[src/rtl/y86_pkg.sv]
// Shared Y86-64 definitions: instruction codes, register IDs, status codes and
// the per-icode register-ID decode used by the decode stage.
package y86_pkg;

  localparam logic [3:0] IHALT   = 4'h0;
  localparam logic [3:0] INOP    = 4'h1;
  localparam logic [3:0] IRRMOVQ = 4'h2;
  localparam logic [3:0] IIRMOVQ = 4'h3;
  localparam logic [3:0] IRMMOVQ = 4'h4;
  localparam logic [3:0] IMRMOVQ = 4'h5;
  localparam logic [3:0] IOPQ    = 4'h6;
  localparam logic [3:0] IJXX    = 4'h7;
  localparam logic [3:0] ICALL   = 4'h8;
  localparam logic [3:0] IRET    = 4'h9;
  localparam logic [3:0] IPUSHQ  = 4'hA;
  localparam logic [3:0] IPOPQ   = 4'hB;

  localparam logic [3:0] RNONE = 4'hF;
  localparam logic [3:0] RRSP  = 4'd4;

  localparam logic [3:0] SAOK = 4'd1;
  localparam logic [3:0] SHLT = 4'd2;
  localparam logic [3:0] SADR = 4'd3;
  localparam logic [3:0] SINS = 4'd4;

  // Register IDs an instruction reads and writes
  typedef struct packed {
    logic [3:0] src_a;
    logic [3:0] src_b;
    logic [3:0] dst_e;
    logic [3:0] dst_m;
  } dec_t;

  function automatic dec_t decode_regs(input logic [3:0] icode,
                                       input logic [3:0] ra,
                                       input logic [3:0] rb);
    dec_t d;
    d = '{src_a: RNONE, src_b: RNONE, dst_e: RNONE, dst_m: RNONE};
    case (icode)
      IRRMOVQ: begin d.src_a = ra;   d.dst_e = rb; end
      IIRMOVQ: begin d.dst_e = rb; end
      IRMMOVQ: begin d.src_a = ra;   d.src_b = rb; end
      IMRMOVQ: begin d.src_b = rb;   d.dst_m = ra; end
      IOPQ:    begin d.src_a = ra;   d.src_b = rb;   d.dst_e = rb; end
      ICALL:   begin d.src_b = RRSP; d.dst_e = RRSP; end
      IRET:    begin d.src_a = RRSP; d.src_b = RRSP; d.dst_e = RRSP; end
      IPUSHQ:  begin d.src_a = ra;   d.src_b = RRSP; d.dst_e = RRSP; end
      IPOPQ:   begin d.src_a = RRSP; d.src_b = RRSP; d.dst_e = RRSP; d.dst_m = ra; end
      default: ;
    endcase
    return d;
  endfunction

endpackage

[src/rtl/pipe_decode_unit_if.sv]
// Decode-stage bus: fetch outputs, later-stage forwarding/hazard inputs,
// decoded operands, pipeline controls and the register-file debug peek.
// master = surrounding pipeline (drives f_*/E_*/M_*/W_*/e_*), slave = decode unit.
interface pipe_decode_unit_if #(parameter int unsigned XLEN = 64) ();
  logic [3:0]      f_icode, f_ifun, f_rA, f_rB, f_stat;
  logic [XLEN-1:0] f_valC, f_valP;
  logic [3:0]      E_icode, E_dstM, M_icode;
  logic            e_Cnd;
  logic [3:0]      e_dstE, M_dstE, M_dstM, W_dstE, W_dstM;
  logic [XLEN-1:0] e_valE, M_valE, m_valM, W_valE, W_valM;
  logic [3:0]      d_icode, d_ifun, d_stat;
  logic [3:0]      d_srcA, d_srcB, d_dstE, d_dstM;
  logic [XLEN-1:0] d_valC, d_valA, d_valB;
  logic            F_stall, D_stall, D_bubble, E_bubble;
  logic [3:0]      dbg_addr;
  logic [XLEN-1:0] dbg_data;

  modport master (
    output f_icode, f_ifun, f_rA, f_rB, f_stat, f_valC, f_valP,
           E_icode, E_dstM, M_icode, e_Cnd,
           e_dstE, M_dstE, M_dstM, W_dstE, W_dstM,
           e_valE, M_valE, m_valM, W_valE, W_valM, dbg_addr,
    input  d_icode, d_ifun, d_stat, d_srcA, d_srcB, d_dstE, d_dstM,
           d_valC, d_valA, d_valB, F_stall, D_stall, D_bubble, E_bubble, dbg_data
  );

  modport slave (
    input  f_icode, f_ifun, f_rA, f_rB, f_stat, f_valC, f_valP,
           E_icode, E_dstM, M_icode, e_Cnd,
           e_dstE, M_dstE, M_dstM, W_dstE, W_dstM,
           e_valE, M_valE, m_valM, W_valE, W_valM, dbg_addr,
    output d_icode, d_ifun, d_stat, d_srcA, d_srcB, d_dstE, d_dstM,
           d_valC, d_valA, d_valB, F_stall, D_stall, D_bubble, E_bubble, dbg_data
  );
endinterface

[src/rtl/y86_regfile.sv]
// Y86-64 register file: two read ports, two write ports (M wins over E on the
// same index), a debug read port. IDs >= NREG (including RNONE) read as 0 and
// are never written.
//   clk, rst            : clock, synchronous active-high clear of all registers
//   rd_a/b_addr, _data  : combinational operand reads
//   wr_e/m_addr, _data  : writes on the rising edge
//   dbg_addr, dbg_data  : combinational peek
module y86_regfile #(
  parameter int unsigned XLEN = 64,
  parameter int unsigned NREG = 15
) (
  input  logic            clk,
  input  logic            rst,
  input  logic [3:0]      rd_a_addr,
  input  logic [3:0]      rd_b_addr,
  output logic [XLEN-1:0] rd_a_data,
  output logic [XLEN-1:0] rd_b_data,
  input  logic [3:0]      wr_e_addr,
  input  logic [XLEN-1:0] wr_e_data,
  input  logic [3:0]      wr_m_addr,
  input  logic [XLEN-1:0] wr_m_data,
  input  logic [3:0]      dbg_addr,
  output logic [XLEN-1:0] dbg_data
);
  import y86_pkg::*;

  localparam logic [3:0] NREG_L = 4'(NREG);

  logic [XLEN-1:0] regs [16];

  // Entries at or above NREG stay at their reset value of 0
  always_ff @(posedge clk) begin
    for (int unsigned i = 0; i < 16; i++) begin
      if (rst) begin
        regs[i] <= '0;
      end else if (i < NREG && 4'(i) != RNONE) begin
        if (wr_m_addr == 4'(i))      regs[i] <= wr_m_data;
        else if (wr_e_addr == 4'(i)) regs[i] <= wr_e_data;
      end
    end
  end

  assign rd_a_data = (rd_a_addr < NREG_L) ? regs[rd_a_addr] : '0;
  assign rd_b_data = (rd_b_addr < NREG_L) ? regs[rd_b_addr] : '0;
  assign dbg_data  = (dbg_addr  < NREG_L) ? regs[dbg_addr]  : '0;

endmodule

[src/rtl/pipe_decode_unit.sv]
// Y86-64 decode stage: D pipeline register, register file, operand
// forwarding (FWD_EN=1) or RAW interlock (FWD_EN=0), and pipe stall/bubble control.
//   clk, rst : clock, synchronous active-high reset
//   bus      : fetch inputs, later-stage hazard/forwarding inputs, decoded
//              outputs (combinational from D register), controls, debug peek
module pipe_decode_unit
  import y86_pkg::*;
#(
  parameter int unsigned XLEN   = 64,
  parameter int unsigned NREG   = 15,
  parameter bit          FWD_EN = 1'b1
) (
  input  logic               clk,
  input  logic               rst,
  pipe_decode_unit_if.slave  bus
);

  logic [3:0]      dr_icode, dr_ifun, dr_ra, dr_rb, dr_stat;
  logic [XLEN-1:0] dr_valc, dr_valp;
  dec_t            dec;
  logic [XLEN-1:0] rf_a, rf_b, opnd_a, opnd_b;
  logic [3:0]      fw_dst [5];
  logic [XLEN-1:0] fw_val [5];
  logic [3:0]      ilk_dst [6];
  logic            lu, ret_h, mis, ilk, dep, d_stall, d_bubble;

  // D register: a bubble is a NOP with AOK status and no register IDs
  always_ff @(posedge clk) begin
    if (rst || (d_bubble && !d_stall)) begin
      dr_icode <= INOP;
      dr_ifun  <= 4'd0;
      dr_ra    <= RNONE;
      dr_rb    <= RNONE;
      dr_stat  <= SAOK;
      dr_valc  <= '0;
      dr_valp  <= '0;
    end else if (!d_stall) begin
      dr_icode <= bus.f_icode;
      dr_ifun  <= bus.f_ifun;
      dr_ra    <= bus.f_rA;
      dr_rb    <= bus.f_rB;
      dr_stat  <= bus.f_stat;
      dr_valc  <= bus.f_valC;
      dr_valp  <= bus.f_valP;
    end
  end

  assign dec = decode_regs(dr_icode, dr_ra, dr_rb);

  y86_regfile #(.XLEN(XLEN), .NREG(NREG)) u_rf (
    .clk       (clk),
    .rst       (rst),
    .rd_a_addr (dec.src_a),
    .rd_b_addr (dec.src_b),
    .rd_a_data (rf_a),
    .rd_b_data (rf_b),
    .wr_e_addr (bus.W_dstE),
    .wr_e_data (bus.W_valE),
    .wr_m_addr (bus.W_dstM),
    .wr_m_data (bus.W_valM),
    .dbg_addr  (bus.dbg_addr),
    .dbg_data  (bus.dbg_data)
  );

  // Forwarding sources, index 0 is highest priority
  assign fw_dst[0] = bus.e_dstE;  assign fw_val[0] = bus.e_valE;
  assign fw_dst[1] = bus.M_dstM;  assign fw_val[1] = bus.m_valM;
  assign fw_dst[2] = bus.M_dstE;  assign fw_val[2] = bus.M_valE;
  assign fw_dst[3] = bus.W_dstM;  assign fw_val[3] = bus.W_valM;
  assign fw_dst[4] = bus.W_dstE;  assign fw_val[4] = bus.W_valE;

  // Walk lowest priority first so the highest-priority match is applied last
  always_comb begin
    opnd_a = rf_a;
    opnd_b = rf_b;
    if (FWD_EN) begin
      for (int k = 4; k >= 0; k--) begin
        if (fw_dst[k] != RNONE && fw_dst[k] == dec.src_a) opnd_a = fw_val[k];
        if (fw_dst[k] != RNONE && fw_dst[k] == dec.src_b) opnd_b = fw_val[k];
      end
    end
    if (dec.src_a == RNONE) opnd_a = '0;
    if (dec.src_b == RNONE) opnd_b = '0;
  end

  // Every in-flight destination blocks a reader when forwarding is off
  assign ilk_dst[0] = bus.e_dstE;
  assign ilk_dst[1] = bus.E_dstM;
  assign ilk_dst[2] = bus.M_dstE;
  assign ilk_dst[3] = bus.M_dstM;
  assign ilk_dst[4] = bus.W_dstE;
  assign ilk_dst[5] = bus.W_dstM;

  always_comb begin
    ilk = 1'b0;
    for (int k = 0; k < 6; k++) begin
      if (ilk_dst[k] != RNONE &&
          ((dec.src_a != RNONE && dec.src_a == ilk_dst[k]) ||
           (dec.src_b != RNONE && dec.src_b == ilk_dst[k])))
        ilk = 1'b1;
    end
  end

  assign lu = (bus.E_icode == IMRMOVQ || bus.E_icode == IPOPQ) && bus.E_dstM != RNONE &&
              (bus.E_dstM == dec.src_a || bus.E_dstM == dec.src_b);
  assign ret_h = (dr_icode == IRET) || (bus.E_icode == IRET) || (bus.M_icode == IRET);
  assign mis   = (bus.E_icode == IJXX) && !bus.e_Cnd;
  assign dep   = FWD_EN ? lu : ilk;

  // A dependency stall keeps a ret in D rather than bubbling it
  assign d_stall  = dep;
  assign d_bubble = mis | (ret_h & ~dep);

  assign bus.F_stall  = dep | ret_h;
  assign bus.D_stall  = d_stall;
  assign bus.D_bubble = d_bubble;
  assign bus.E_bubble = mis | dep;

  assign bus.d_icode = dr_icode;
  assign bus.d_ifun  = dr_ifun;
  assign bus.d_stat  = dr_stat;
  assign bus.d_srcA  = dec.src_a;
  assign bus.d_srcB  = dec.src_b;
  assign bus.d_dstE  = dec.dst_e;
  assign bus.d_dstM  = dec.dst_m;
  assign bus.d_valC  = dr_valc;
  assign bus.d_valA  = (dr_icode == IJXX || dr_icode == ICALL) ? dr_valp : opnd_a;
  assign bus.d_valB  = opnd_b;

endmodule

[src/flat_wrapper.sv]
// flat-port wrapper written by rule: the top's interface ports become plain ports
module pipe_decode_unit_flat import y86_pkg::*;
#(
  parameter int unsigned XLEN   = 64,
  parameter int unsigned NREG   = 15,
  parameter bit          FWD_EN = 1'b1
)
  (clk, rst, bus_f_icode, bus_f_ifun, bus_f_rA, bus_f_rB, bus_f_stat, bus_f_valC, bus_f_valP, bus_E_icode, bus_E_dstM, bus_M_icode, bus_e_Cnd, bus_e_dstE, bus_M_dstE, bus_M_dstM, bus_W_dstE, bus_W_dstM, bus_e_valE, bus_M_valE, bus_m_valM, bus_W_valE, bus_W_valM, bus_dbg_addr, bus_d_icode, bus_d_ifun, bus_d_stat, bus_d_srcA, bus_d_srcB, bus_d_dstE, bus_d_dstM, bus_d_valC, bus_d_valA, bus_d_valB, bus_F_stall, bus_D_stall, bus_D_bubble, bus_E_bubble, bus_dbg_data);
  pipe_decode_unit_if #(.XLEN(XLEN)) bus_i ();
  input  logic clk;
  input  logic rst;
  input wire logic [$bits(bus_i.f_icode)-1:0] bus_f_icode;
  input wire logic [$bits(bus_i.f_ifun)-1:0] bus_f_ifun;
  input wire logic [$bits(bus_i.f_rA)-1:0] bus_f_rA;
  input wire logic [$bits(bus_i.f_rB)-1:0] bus_f_rB;
  input wire logic [$bits(bus_i.f_stat)-1:0] bus_f_stat;
  input wire logic [$bits(bus_i.f_valC)-1:0] bus_f_valC;
  input wire logic [$bits(bus_i.f_valP)-1:0] bus_f_valP;
  input wire logic [$bits(bus_i.E_icode)-1:0] bus_E_icode;
  input wire logic [$bits(bus_i.E_dstM)-1:0] bus_E_dstM;
  input wire logic [$bits(bus_i.M_icode)-1:0] bus_M_icode;
  input wire logic [$bits(bus_i.e_Cnd)-1:0] bus_e_Cnd;
  input wire logic [$bits(bus_i.e_dstE)-1:0] bus_e_dstE;
  input wire logic [$bits(bus_i.M_dstE)-1:0] bus_M_dstE;
  input wire logic [$bits(bus_i.M_dstM)-1:0] bus_M_dstM;
  input wire logic [$bits(bus_i.W_dstE)-1:0] bus_W_dstE;
  input wire logic [$bits(bus_i.W_dstM)-1:0] bus_W_dstM;
  input wire logic [$bits(bus_i.e_valE)-1:0] bus_e_valE;
  input wire logic [$bits(bus_i.M_valE)-1:0] bus_M_valE;
  input wire logic [$bits(bus_i.m_valM)-1:0] bus_m_valM;
  input wire logic [$bits(bus_i.W_valE)-1:0] bus_W_valE;
  input wire logic [$bits(bus_i.W_valM)-1:0] bus_W_valM;
  input wire logic [$bits(bus_i.dbg_addr)-1:0] bus_dbg_addr;
  output wire logic [$bits(bus_i.d_icode)-1:0] bus_d_icode;
  output wire logic [$bits(bus_i.d_ifun)-1:0] bus_d_ifun;
  output wire logic [$bits(bus_i.d_stat)-1:0] bus_d_stat;
  output wire logic [$bits(bus_i.d_srcA)-1:0] bus_d_srcA;
  output wire logic [$bits(bus_i.d_srcB)-1:0] bus_d_srcB;
  output wire logic [$bits(bus_i.d_dstE)-1:0] bus_d_dstE;
  output wire logic [$bits(bus_i.d_dstM)-1:0] bus_d_dstM;
  output wire logic [$bits(bus_i.d_valC)-1:0] bus_d_valC;
  output wire logic [$bits(bus_i.d_valA)-1:0] bus_d_valA;
  output wire logic [$bits(bus_i.d_valB)-1:0] bus_d_valB;
  output wire logic [$bits(bus_i.F_stall)-1:0] bus_F_stall;
  output wire logic [$bits(bus_i.D_stall)-1:0] bus_D_stall;
  output wire logic [$bits(bus_i.D_bubble)-1:0] bus_D_bubble;
  output wire logic [$bits(bus_i.E_bubble)-1:0] bus_E_bubble;
  output wire logic [$bits(bus_i.dbg_data)-1:0] bus_dbg_data;
  assign bus_i.f_icode = bus_f_icode;
  assign bus_i.f_ifun = bus_f_ifun;
  assign bus_i.f_rA = bus_f_rA;
  assign bus_i.f_rB = bus_f_rB;
  assign bus_i.f_stat = bus_f_stat;
  assign bus_i.f_valC = bus_f_valC;
  assign bus_i.f_valP = bus_f_valP;
  assign bus_i.E_icode = bus_E_icode;
  assign bus_i.E_dstM = bus_E_dstM;
  assign bus_i.M_icode = bus_M_icode;
  assign bus_i.e_Cnd = bus_e_Cnd;
  assign bus_i.e_dstE = bus_e_dstE;
  assign bus_i.M_dstE = bus_M_dstE;
  assign bus_i.M_dstM = bus_M_dstM;
  assign bus_i.W_dstE = bus_W_dstE;
  assign bus_i.W_dstM = bus_W_dstM;
  assign bus_i.e_valE = bus_e_valE;
  assign bus_i.M_valE = bus_M_valE;
  assign bus_i.m_valM = bus_m_valM;
  assign bus_i.W_valE = bus_W_valE;
  assign bus_i.W_valM = bus_W_valM;
  assign bus_i.dbg_addr = bus_dbg_addr;
  assign bus_d_icode = bus_i.d_icode;
  assign bus_d_ifun = bus_i.d_ifun;
  assign bus_d_stat = bus_i.d_stat;
  assign bus_d_srcA = bus_i.d_srcA;
  assign bus_d_srcB = bus_i.d_srcB;
  assign bus_d_dstE = bus_i.d_dstE;
  assign bus_d_dstM = bus_i.d_dstM;
  assign bus_d_valC = bus_i.d_valC;
  assign bus_d_valA = bus_i.d_valA;
  assign bus_d_valB = bus_i.d_valB;
  assign bus_F_stall = bus_i.F_stall;
  assign bus_D_stall = bus_i.D_stall;
  assign bus_D_bubble = bus_i.D_bubble;
  assign bus_E_bubble = bus_i.E_bubble;
  assign bus_dbg_data = bus_i.dbg_data;
  pipe_decode_unit #(.XLEN(XLEN), .NREG(NREG), .FWD_EN(FWD_EN)) u_core (.clk(clk), .rst(rst), .bus(bus_i));
endmodule
[config.mk]
export PLATFORM = sky130hd
export DESIGN_NAME = pipe_decode_unit_flat
export DESIGN_NICKNAME = d
export VERILOG_FILES = /design/src/rtl/y86_pkg.sv /design/src/rtl/pipe_decode_unit_if.sv /design/src/rtl/y86_regfile.sv /design/src/rtl/pipe_decode_unit.sv /design/src/flat_wrapper.sv
export SDC_FILE = /design/constraint.sdc
export NUM_CORES = 2
export LEC_CHECK = 0
export BUFFER_PORTS_ARGS = -buffer_cell sky130_fd_sc_hd__buf_2
export CORE_AREA = 2 2 473 475
export CTS_BUF_LIST = sky130_fd_sc_hd__clkbuf_8
export DETAILED_ROUTE_END_ITERATION = 7
export DIE_AREA = 0 0 475 477
export PLACE_DENSITY = 0.55
export SYNTH_ARGS = -nofsm -noshare
export SYNTH_HDL_FRONTEND = slang
export SYNTH_HIERARCHICAL = 1
export SYNTH_SLANG_ARGS = --single-unit
[constraint.sdc]
create_clock -name clk -period 3.55 [get_ports clk]
set_input_delay 0.71 -clock clk [delete_from_list [all_inputs] [get_ports clk]]
set_output_delay 0.71 -clock clk [all_outputs]
set_load 0.02 [all_outputs]
* Yosys cells after proc, flatten, opt, wreduce, memory -nomap -nowiden
Memories as Yosys holds them, arrays and structs flattened.
Cells that the tools add are included.
** Storage, ports and cells
- Input port bits :: 507
- Bits in writable memories :: 1024
- Memories :: 1
- Logic and storage cells :: 296
- Bits in registers :: 148
- Output and inout port bits :: 288
** Cells by class
- Reductions and logical operators :: 30
- Equality and inequality tests :: 63
- Magnitude comparators :: 3
- Bitwise gates (word level) :: 35
- Mux-type cells :: 157
** Memory list
- u_core.u_rf.regs :: depth 16, bits a word 64, rd ports 3, clocked after memory_dff 0, wr ports 16, line y86_regfile.sv:29 : logic [XLEN-1:0] regs [16];
** Operator list (number)
- $mux W64 :: 46
- $mux W1 :: 107
- $eq A4 B4 Y1 const B :: 23
- $eq A4 B3 Y1 const B :: 14
- $eq A4 B4 Y1 :: 12
- $or A1 B1 Y1 :: 33
- $eq A4 B2 Y1 const B :: 6
- $ne A4 B4 Y1 const B :: 6
- $pmux W4 S2 :: 3
- $logic_and A1 B1 Y1 :: 14
- $lt A4 B4 Y1 const B :: 3
- $eq A4 B1 Y1 const B :: 2
- $logic_not A4 Y1 :: 2
- $reduce_or A4 Y1 :: 2
- $logic_or A1 B1 Y1 :: 6
- $reduce_or A3 Y1 :: 2
- $mux W4 :: 1
- $reduce_or A2 Y1 :: 2
- $logic_not A1 Y1 :: 2
- $and A1 B1 Y1 :: 1
- $not A1 Y1 :: 1

* Longest topological paths before layout
- Depth after elaboration :: 12
- Gate-level depth with buffers :: 17
- Gate-level depth less buffers :: 10

* Cells and area by module
Netlist, hierarchy kept.
** Modules (own cells, without submodules)
- y86_regfile :: area each 62638.8 sq um, sequential area each 28827.6 sq um, cells an instance 4805, times used 1
- pipe_decode_unit :: area each 14562.7 sq um, sequential area each 2962.8 sq um, cells an instance 2080, times used 1

* Worst setup path before layout
Ideal clock, no wire load.
- Kind :: reg2out
- From :: register u_core.dr_icode[0] (netlist: u_core/bus.d_icode[0])
- To :: output bus_d_valA[63]
- Path buffers :: 7
- Stages on the path, launching flop included :: 16
- Arrival :: 3638 ps
- Setup slack :: -798 ps
- Path through :: dfxtp_1 > buf_2 > o21bai_1 > or3_1 > clkbuf_1 > nand2_1 > inv_1 > buf_2 > buf_6 > buf_6 > clkbuf_1 > buf_1 > a211oi_1 > a31oi_1 > a211oi_1 > o311ai_0
** On the way
- Cells in the longest elaborated chain, start to end :: 12
** Ends and longest elaborated chain
- from (decl) :: line pipe_decode_unit.sv:18 : logic [3:0] dr_icode, dr_ifun, dr_ra, dr_rb, dr_stat;
- from (signal assigned) :: line pipe_decode_unit.sv:38 : dr_icode <= bus.f_icode;
- $eq A4 B2 Y1 (tied with other cells) :: line y86_pkg.sv:39 : case (icode)
- $reduce_or A4 Y1 (no line) / $reduce_or A2 Y1 (equally long branches)
- $pmux W4 S2 * :: line y86_pkg.sv:39
- via bus_d_srcA[0] :: line flat_wrapper.sv:37 : output wire logic [$bits(bus_i.d_srcA)-1:0] bus_d_srcA;
- $mem_v2 Z16 W64 / $lt A4 B4 Y1 (equally long branches)
- $mux W64 * :: line y86_regfile.sv:43 : assign rd_a_data = (rd_a_addr < NREG_L) ? regs[rd_a_addr] : '0;
- via u_core.rf_a[63] :: line pipe_decode_unit.sv:21 : logic [XLEN-1:0] rf_a, rf_b, opnd_a, opnd_b;
- $mux W64 * (5 in series) :: line pipe_decode_unit.sv:78 : if (fw_dst[k] != RNONE && fw_dst[k] == dec.src_a) opnd_a = fw_val[k];
- $mux W64 * :: line pipe_decode_unit.sv:82 : if (dec.src_a == RNONE) opnd_a = '0;
- $mux W64 * :: line pipe_decode_unit.sv:127 : assign bus.d_valA = (dr_icode == IJXX || dr_icode == ICALL) ? dr_valp : opnd_a;
- to (decl) :: line flat_wrapper.sv:42 : output wire logic [$bits(bus_i.d_valA)-1:0] bus_d_valA;
The timed path passes the listed nets; every way through them passes the cells marked *.

* Final worst setup path
- From :: register u_core.dr_icode[0] (netlist: u_core/bus.d_icode[0])
- To :: output bus_d_valB[62]
** On the way
- Cells in the longest elaborated chain, start to end :: 11
** Ends and longest elaborated chain
- $eq A4 B4 Y1 / $eq A4 B3 Y1 (equally long branches) :: line y86_pkg.sv:39
- $reduce_or A4 Y1 (no line) / $reduce_or A3 Y1 (equally long branches)
- $pmux W4 S2 * :: line y86_pkg.sv:39
- $mem_v2 Z16 W64 (tied with other cells)
- $mux W64 / $logic_and A1 B1 Y1 (equally long branches) :: line y86_regfile.sv:44, pipe_decode_unit.sv:79
- $mux W64 (5 in series) :: line pipe_decode_unit.sv:79 : if (fw_dst[k] != RNONE && fw_dst[k] == dec.src_b) opnd_b = fw_val[k];
- $mux W64 * :: line pipe_decode_unit.sv:83 : if (dec.src_b == RNONE) opnd_b = '0;
- to (decl) :: line flat_wrapper.sv:43 : output wire logic [$bits(bus_i.d_valB)-1:0] bus_d_valB;
Every way passes the cells marked *; elsewhere a longest branch is shown, timed or not.

==> results.py <==
metrics = {
    "worst_setup_path": {
        "timing.critical_path.required_ps": 2840,
        "worstPathArrival_ps": 4360,
        "worst-r2r-setup-slack_ps": 100,
        "timing.rr.start": "u_core/bus.d_icode[2]",
        "reg2regPathDepth": 15,
        "maximum_net_fanout_on_the_critical_path": 6,
        "timing_worst_setup_path_type": "flip-flop to primary output",
        "nature_of_the_critical_path_startpoint": "flip-flop",
        "endpoint_kind": "primary output",
        "regToRegEndpoint": "u_core/bus.d_valC[50]",
    },
    "global_routing": {
        "first_global_vias": 77080,
        "grt_pass1_wl_mm": 643.9,
        "globalRoute.totalOverflow": 0,
        "globalRouteTotalUtil_pct": 40.77,
        "grt_antenna_before_repair": 129,
        "grt_start_max_net_pins": 74,
    },
    "placed_design": {
        "globalplace.congestion": 0.9917,
        "io_buffers": 794,
        "hpwl_dp_mm": 319.9,
        "pre_cts_ws_ps": -1177,
        "placed_cells": 10810,
    },
    "logic_synthesis": {
        "synth.ff_latch_count": 1108,
        "post_synthesis_sequential_area_ratio_pct": 41.18,
        "post_synth_instance_area_um2": 77200,
        "synth_top_cell_area_share_pct": 37.34,
        "largest_cells_by_area_after_synthesis": "sky130_fd_sc_hd__edfxtp_1, sky130_fd_sc_hd__mux4_2, sky130_fd_sc_hd__a22o_1, sky130_fd_sc_hd__mux2i_1, sky130_fd_sc_hd__a211oi_1",
        "syn-instance-count": 6885,
        "synth.avg_cell_area_um2": 11.21,
        "postSynth.topFlopCell": "sky130_fd_sc_hd__edfxtp_1",
        "async_reset_ff_share_pct": 0,
        "synth-edff-count": 960,
        "synth_cell_types": 79,
        "synthesis.nets": 7392,
        "yosys-top-cells-count": "sky130_fd_sc_hd__a22o_1, sky130_fd_sc_hd__edfxtp_1, sky130_fd_sc_hd__mux2i_1",
        "post-synth-top-area-cell": "sky130_fd_sc_hd__edfxtp_1",
        "yosysWarnings": 6,
    },
    "drt": {
        "drt-total-wl_mm": 494.1,
        "via_per_inst": 7.029,
        "drt_pass1_iterations": 8,
        "final_antenna_net_count": 0,
        "routedWlPerCell_um": 42.16,
        "initialDrtViolationCount": 13760,
        "num_vias": 82370,
        "drcViolationCount": 0,
    },
    "sta": {
        "tightest_slew_margin_relative_to_the_limit_pct": -2.608,
        "final.min_clock_period_ps": 5074,
        "tightestPinTransition_ps": 1535,
        "final-hold-violation-count": 0,
        "rsz_0062_raised_after_global_routing": "yes",
        "final.period_utilization_pct": 142.9,
        "clock-skew-final_ps": 70.08,
        "setup_viol_count_final": 195,
        "max_freq_mhz": 197.1,
        "postLayoutSetupSlackWorst_ps": -1524,
        "slew_viol_final": 2,
    },
    "die": {
        "ios": 795,
        "start_util_pct": 34.86,
        "dieArea_um2": 226600,
        "core_area_um2": 221400,
        "die_width_um": 475,
        "floorplan.rows": 173,
        "die-height_um": 477,
    },
    "clocking": {
        "h-tree-depth": 4,
        "tritoncts_clock_tree": "done",
        "insertion_delay_ps": 1080,
        "clk_pin_slew_worst_paths_ps": 70,
        "numCtsBuffers": 206,
        "numClockSinks": 1108,
        "clockBufferDepth": 3,
        "clockRootBuffer": "sky130_fd_sc_hd__clkbuf_8",
    },
    "worst_hold_path": {
        "min_from": "bus_f_valP[59]",
        "timing.hold.worst_path_depth": 3,
        "hold_path.class": "primary input to flip-flop",
        "hold_path_end": "u_core/dr_valp[59]",
    },
    "run_status": {
        "outcome": "finished with violations",
        "violations_in_the_final_reports": "max-capacitance violations, max-slew violations, negative setup slack",
    },
    "finish": {
        "final_util_pct": 49.52,
        "final_cells": 11720,
        "fraction_of_final_layout_cells_with_drive_strength_greater_than_1_pct": 41.02,
        "flow.area_growth_from_synthesis_pct": 42.04,
        "fin_nets": 8983,
    },
    "flow_run": {
        "cap_violations": 1,
    },
    "power": {
        "power_per_cell_area_nw_per_um2": 402.1,
        "p_leak_nw": 41.34,
        "worst_ir_drop_vdd_uv": 414.0,
    },
}
## power by group
group / switching (W) / internal [W]
logic: 0.00822 / 0.00618
registers: 0.000889 / 0.0153
clock network: 0.00655 / 0.00697
## stage by stage
step                      hold WS (ps)  setup TNS [ps]  power, W  area [um^2]
after floorplan                  438.2          -23620   0.02214        79030
after global placement           441.9          -88840   0.02793        94350
after detailed placement         450.5          -90300   0.02805        94360
after CTS                        8.663         -192350   0.04248       104500
after global routing             31.32         -201090   0.04485       109600
final                            30.88         -192070   0.04410       109700
## routing by layer
metal / global-route usage, % / part of all wire, % / vias to the layer above
met5: 0 / 0.095 / -
met2: 58.62 / 42 / 7858
li1: - / - / 31340
met4: 30.87 / 8.9 / 68
met3: 14.55 / 15 / 2135
met1: 49.74 / 35 / 40970
## flip-flops by register name (all words and copies together), names as in the netlist
name                flops
u_core/bus.d_icode      4
u_core/bus.d_ifun       4
u_core/bus.d_stat       4
u_core/bus.d_valC      64
u_core/dr_ra            4
u_core/dr_rb            4
u_core/dr_valp         64
u_core/u_rf/regs      960
## worst max-delay path, cell delays in order, from the launching register on
cell and delay (ps):
sky130_fd_sc_hd__dfxtp_4 350, sky130_fd_sc_hd__buf_12 130, sky130_fd_sc_hd__and2_4 190, sky130_fd_sc_hd__buf_6 130, sky130_fd_sc_hd__or4_4 430, sky130_fd_sc_hd__a221oi_4 330, sky130_fd_sc_hd__and3_4 290, sky130_fd_sc_hd__buf_12 130
sky130_fd_sc_hd__buf_16 170, sky130_fd_sc_hd__nand2_1 70, sky130_fd_sc_hd__a311o_1 350, sky130_fd_sc_hd__a31oi_4 520, sky130_fd_sc_hd__buf_6 210
## cells by family (layout without fill, tap and decap cells)
family                 count (synthesis)  in the layout  share of synthesized area [%]
AND/OR/NAND/NOR                     1409           1409                          9.090
XOR/XNOR                              17             17                         0.1929
flip-flops                          1108           1108                          41.18
multiplexers                         988            988                          19.07
other                                  0             94                              0
AO/OA/AOI/OAI                       2455           2455                          25.06
buffers and inverters                908           2672                          5.403
## cell usage in the layout (no fill, tap or decap), drive strengths merged, types with 5 or more instances in the layout
master and count:
nor3b 66, xnor2 9, a22o 960, o221ai 128, nand2b 16, dfxtp 148, or2 10, a21boi 6
bufinv 16, diode 94, clkinv 77, nor3 28, nand2 574, o22ai 66, mux4 386, a311o 66
a2111oi 126, or3 17, nand3 10, xor2 8, buf 2101, a31oi 69, o21ai 276, o311ai 67
clkinvlp 6, dlygate4sd3 136, nor2b 270, inv 82, nand3b 68, o2bb2ai 6, edfxtp 960, nor2 259
o31a 65, and3 67, nor4 5, a21oi 83, clkbuf 250, a211oi 447, a22oi 66, mux2i 598
## layout make-up
cell class	count	area [um^2]
flip-flops and latches	1108	31800
fillers	19720	111800
inverters	16	120.1
multi-input cells	4869	47130
diodes	94	235.2
well taps	2975	3722
repair buffers	2271	22300
clock buffers	220	3028
repair inverters	4	100.1
clock inverters	161	1222
## worst max path at each step
stage | cells past startpoint | endpoint | slack, ps | startpoint
floorplan | 16 | bus_d_valA[34] | -230 | u_core/bus.d_icode[0]
global placement | 12 | bus_d_valA[55] | -1270 | u_core/bus.d_icode[0]
detailed placement | 12 | bus_d_valA[55] | -1180 | u_core/bus.d_icode[0]
CTS | 16 | bus_d_valA[51] | -1510 | u_core/bus.d_icode[0]
global route | 13 | bus_d_valB[62] | -1550 | u_core/bus.d_icode[3]
finish | 12 | bus_d_valB[62] | -1520 | u_core/bus.d_icode[0]
## timing repair
action,CTS,global route
endpoints found under the setup margin,294,306
hold buffers,136,0
buffers inserted,116,172
gates cloned,19,32
endpoints found under the hold margin,136,0
gates resized for setup,645,612
pin swaps,218,266
(Power assumes the default switching activity.)
